`src/rtl/steer_en_sm_pkg.sv`:
```
// rtl/steer_en_sm_pkg.sv - shared types and constants for the steering-enable state machine
package steer_en_sm_pkg;

    typedef enum logic [1:0] {
        IDLE  = 2'd0,
        WAIT  = 2'd1,
        STEER = 2'd2
    } steer_state_t;

    // Rider weight threshold and the hysteresis band around it (13-bit load sums)
    localparam logic [12:0] MIN_RIDER_WT = 13'h200;
    localparam logic [12:0] WT_HYST      = 13'h040;

    // Full balance timer width and the shortened width used for fast simulation
    localparam int TMR_W      = 26;
    localparam int TMR_FAST_W = 15;

endpackage

```
`src/rtl/steer_tmr.sv`:
```
// rtl/steer_tmr.sv - balance qualification timer with selectable terminal count
module steer_tmr
    import steer_en_sm_pkg::*;
#(
    parameter logic fast_sim = 1'b0
) (
    input  logic clk,
    input  logic rst_n,
    input  logic clr,
    input  logic en,
    output logic tmr_full
);

    logic [TMR_W-1:0] tmr_q;
    logic [TMR_W-1:0] tmr_d;

    // Clear has priority over counting; the count holds when not enabled
    always_comb begin
        tmr_d = tmr_q;
        if (clr) begin
            tmr_d = '0;
        end else if (en) begin
            tmr_d = tmr_q + 1'b1;
        end
    end

    // Timer register, cleared by reset so no count survives an abandoned qualification
    always_ff @(posedge clk) begin
        if (!rst_n) begin
            tmr_q <= '0;
        end else begin
            tmr_q <= tmr_d;
        end
    end

    assign tmr_full = fast_sim ? (&tmr_q[TMR_FAST_W-1:0]) : (&tmr_q);

endmodule

```
`src/rtl/steer_en_sm.sv`:
```
// rtl/steer_en_sm.sv - rider detection and balance qualification FSM driving steering enable
module steer_en_sm
    import steer_en_sm_pkg::*;
#(
    parameter logic fast_sim = 1'b0
) (
    input  logic        clk,
    input  logic        rst_n,
    input  logic [11:0] lft_ld,
    input  logic [11:0] rght_ld,
    output logic        en_steer,
    output logic        rider_off
);

    localparam logic [12:0] SUM_ON_THR  = MIN_RIDER_WT + WT_HYST;
    localparam logic [12:0] SUM_OFF_THR = MIN_RIDER_WT - WT_HYST;

    steer_state_t       state_q;
    steer_state_t       state_d;
    logic               tmr_clr;
    logic               tmr_en;
    logic               tmr_full;

    logic [12:0]        sum;
    logic signed [12:0] diff_s;
    logic [11:0]        diff;
    logic               sum_gt_min;
    logic               sum_lt_min;
    logic               diff_gt_1_4;
    logic               diff_gt_15_16;

    // Load-cell sum, absolute difference and the threshold comparisons
    always_comb begin
        sum           = {1'b0, lft_ld} + {1'b0, rght_ld};
        diff_s        = $signed({1'b0, lft_ld}) - $signed({1'b0, rght_ld});
        diff          = diff_s[12] ? 12'(-diff_s) : 12'(diff_s);
        sum_gt_min    = sum > SUM_ON_THR;
        sum_lt_min    = sum < SUM_OFF_THR;
        diff_gt_1_4   = {1'b0, diff} > (sum >> 2);
        diff_gt_15_16 = {1'b0, diff} > (sum - (sum >> 4));
    end

    // Next-state and timer control; dismount always takes priority
    always_comb begin
        state_d = state_q;
        tmr_clr = 1'b0;
        unique case (state_q)
            IDLE: begin
                if (sum_gt_min) begin
                    state_d = WAIT;
                    tmr_clr = 1'b1;
                end
            end
            WAIT: begin
                if (sum_lt_min) begin
                    state_d = IDLE;
                end else if (diff_gt_1_4) begin
                    tmr_clr = 1'b1;
                end else if (tmr_full) begin
                    state_d = STEER;
                end
            end
            STEER: begin
                if (sum_lt_min) begin
                    state_d = IDLE;
                end else if (diff_gt_15_16) begin
                    state_d = WAIT;
                    tmr_clr = 1'b1;
                end
            end
            default: begin
                state_d = IDLE;
            end
        endcase
    end

    // State register
    always_ff @(posedge clk) begin
        if (!rst_n) begin
            state_q <= IDLE;
        end else begin
            state_q <= state_d;
        end
    end

    assign tmr_en = (state_q == WAIT);

    steer_tmr #(
        .fast_sim (fast_sim)
    ) u_tmr (
        .clk      (clk),
        .rst_n    (rst_n),
        .clr      (tmr_clr),
        .en       (tmr_en),
        .tmr_full (tmr_full)
    );

    assign en_steer  = (state_q == STEER);
    assign rider_off = (state_q == IDLE);

endmodule

```
`config.mk`:
```
export PLATFORM = sky130hd
export DESIGN_NAME = steer_en_sm
export DESIGN_NICKNAME = d
export VERILOG_FILES = /design/src/rtl/steer_en_sm_pkg.sv /design/src/rtl/steer_tmr.sv /design/src/rtl/steer_en_sm.sv
export SDC_FILE = /design/constraint.sdc
export NUM_CORES = 1
export LEC_CHECK = 0
export BUFFER_PORTS_ARGS = -buffer_cell sky130_fd_sc_hd__buf_4
export CAP_MARGIN = 10
export CORE_ASPECT_RATIO = 1.4
export CORE_UTILIZATION = 50
export CTS_CLUSTER_DIAMETER = 50
export DETAILED_ROUTE_END_ITERATION = 7
export PLACE_DENSITY = 0.68
export SYNTH_ARGS = -nofsm -noshare
export SYNTH_HDL_FRONTEND = slang
export SYNTH_SLANG_ARGS = --single-unit
export TNS_END_PERCENT = 5
```
`constraint.sdc`:
```
create_clock -name clk -period 13.5 [get_ports clk]
set_clock_uncertainty 0.05 [all_clocks]
set_input_delay 1.35 -clock clk [delete_from_list [all_inputs] [get_ports clk]]
set_output_delay 1.35 -clock clk [all_outputs]
set_load 0.1 [all_outputs]
```
==> results.md <==
* Netlist cell types at 82
* Hold path start: u_tmr.tmr_q[6]
* Synth top area cells: ha_1 (18%), dfxtp_1 (13%), xnor2_1 (6.9%), xor2_1 (5.9%), nor2_1 (3.5%)
* R2r setup slk at around 11,000 ps
* Worst-Margin Slew at 952.1 ps
* Resized Gates After CTS at 0
* GPL Wtd Cong at about 0.81
* Hold Slack at between 400 and 500 ps
* Final wirelength at ~9000 um
* H-Tree Depth at 1
* DR DRC count at 0
* Reg-to-Reg Start: u_tmr.tmr_q[2]
* Port-buffer cells at 27
* Total CTS buffers at 3
* Clock sink count at 28
* Via count at between 3,000 and 4,000
* Io pins at 28
* Initial core utilization at ~50%
* Worst Setup SP: lft_ld[3]
* Grt ovf at 0
* Setup Crit Path Kind: primary input to register
* CTS max path bufs at 2
* Register area share after synthesis at between 10% and 20%
* # Post-CTS Setup Buffers at 0
* VDD IR-drop max at roughly 0.12 mV
* Critical Path RT at 13,560 ps
* Cell family with most CP delay: compound AO/OA/AOI/OAI gates
* Clock slew at reported path FFs at roughly 70 ps
* First-pass GRT wire length at around 15,000 um
* Vias in the first global route at 3,551
* Worst path max stage delay at 780 ps
* GRT Util Overall at 20.87%
* Avg Vias per Cell at about 5.8
* Root buf cell: clkbuf_16
* Max Fanout on Critical Path at 26
* Hold buffer count at CTS at 0
* Cell taking the most area after synthesis: ha_1
* Most frequent cell after synthesis: ha_1
* Slew HR at 36.22%
* Synthesized instance count at a little over 500
* Unrepaired setup endpoints after global routing: false
* Die width at between 70 and 80 um
* Max Freq at between 100 and 150 MHz
* Max-Cap Viols at 0
* Final setup viols at 0
* Antenna Nets Post-Route at 0
* Synthesized net count at about 600
* Worst reg2reg endpoint: state_q[0]
* Largest net degree at the start of global routing at 27
* CP Capture Type: register
* Flop and latch count out of synthesis at 28
* EDFF count, synth at 0
* Max Slew Vio Count at 0
* Reg2Reg Depth at 8
* # diodes at 0
* CTS tree: yes
* Setup TNS at 0 ps
* Worst Path Buf+Inv at 2
* First-pass DRT Iterations at 4
* Final hold violations at 0
* Area Growth Syn to Fin at 8.012%
* Clk_lat worst skew at 260 ps
* Status: completed
* Initial antenna violation count at 0
* Async SR Flop Fraction at 0%
* Die Span Y at 110.3 um
* Yosys synthesis warning count at 0
* Drt initial violations at 71
* Avg Cell Area, Syn at ~8.2 sq um
* Period utilization at about 53%
* Final nets at 616
* Die Area at 8746 sq um
* Hold depth at 2
* Core area at between 8000 and 9000 sq um
* Static Leak at 1.881 nW
* WHS Endpoint: u_tmr.tmr_q[6]
* Power density over the cells at 124.0 nW/um^2
* Final HPWL DP at around 7700 um
* Primary FF master, synth: dfxtp_1
* Post-synth top cells: ha_1 (60), nor2_1 (39), inv_1 (37)
* Routed len/inst at around 14 um
* Synthesized area at 4185 sq um
* Layout cells sized above 1 at 16.16%
* CP Data Arrival Time at roughly 7300 ps
* Top cell type's share of synthesized area at between 15 and 20%
* CP max-delay cell: o211ai_4
* Core Rows at 39
* Crit path time final at slightly above 7000 ps
* Min-delay worst type: register to register
* Setup crit start kind: primary input
## area by class of cell
type / instances / area (sq um)
tap: 102 / 127.6
multi-input combinational: 427 / 3369
inverter: 40 / 155.1
clock buffer: 3 / 75.07
timing repair buffer: 27 / 202.7
fill: 756 / 3628
sequential: 28 / 560.5
clock inverter: 1 / 30.03
## where the power goes
part	total [mW]	switching, mW	internal (mW)
Sequential	0.0869	0.00202	0.0848
Combinational	0.388	0.226	0.162
Clock	0.0857	0.0267	0.0590
## layer usage
layer  track usage (%)  vias up  share of wire [%]
met1             19.95     1700                 39
met3            0.9877       24                1.4
met2             44.15       55                 55
li1                  -     1851                  -
met5                 0        -                  0
met4             9.870        0                4.0
## layout by cell type (no fill, tap or decap), types with 15 or more instances in the layout
cell / n
buf_4: 27
nor2b_1: 15
xor2_1: 28
inv_1: 37
xnor2_1: 33
nor2_1: 39
dfxtp_1: 28
nand2_1: 28
o21ai_0: 15
a21oi_1: 18
ha_1: 60
nand3_1: 15
nor2_2: 21
## cell families (layout without fill, tap and decap cells)
| logic type | after synthesis | count (layout) | share of synthesized area [%] |
|---|---|---|---|
| xor gates and xnor gates | 64 | 64 | 14.08 |
| buffers and inverters | 53 | 71 | 6.099 |
| muxes | 7 | 7 | 1.764 |
| and+or+nand+nor | 185 | 185 | 24.22 |
| adders and majority gates | 63 | 63 | 19.37 |
| AOI/OAI and AO/OA | 108 | 108 | 21.08 |
| DFF | 28 | 28 | 13.39 |
## worst max path at each step
stage	end	cells past startpoint	slack, ps
after floorplan	u_tmr.tmr_q[17]	28	7040
after global placement	u_tmr.tmr_q[4]	26	6260
after detailed placement	u_tmr.tmr_q[3]	26	6010
after CTS	u_tmr.tmr_q[3]	26	6280
after global routing	u_tmr.tmr_q[0]	27	5700
final	u_tmr.tmr_q[0]	26	6280
## flip-flops by register name, indices dropped and copies added (netlist names)
name         count
u_tmr.tmr_q     26
state_q          2
## stage by stage
| stage | cell area (sq um) | instances | setup WS, ps | power (mW) | util, % |
|---|---|---|---|---|---|
| finish | 4521 | 628 | 6282 | 0.5604 | 55.47 |
| CTS | 4521 | 628 | 6283 | 0.5622 | 55.47 |
| global route | 4521 | 628 | 5703 | 0.6080 | 55.47 |
| floorplan | 4185 | 508 | 7038 | 0.4023 | - |
| global placement | 4415 | 624 | 6261 | 0.4659 | 54.18 |
| detailed placement | 4415 | 624 | 6009 | 0.4741 | 54.18 |
## worst reg2reg max path, stage by stage (launching register included)
cell and delay, ps:
dfxtp_1 380, and3_1 220, and3_1 230, nand4_1 200
nor3_1 190, nand2_1 110, o311ai_1 320, nand2_1 140
o41ai_2 280
Note: power is estimated with default switching activity, not from simulation.
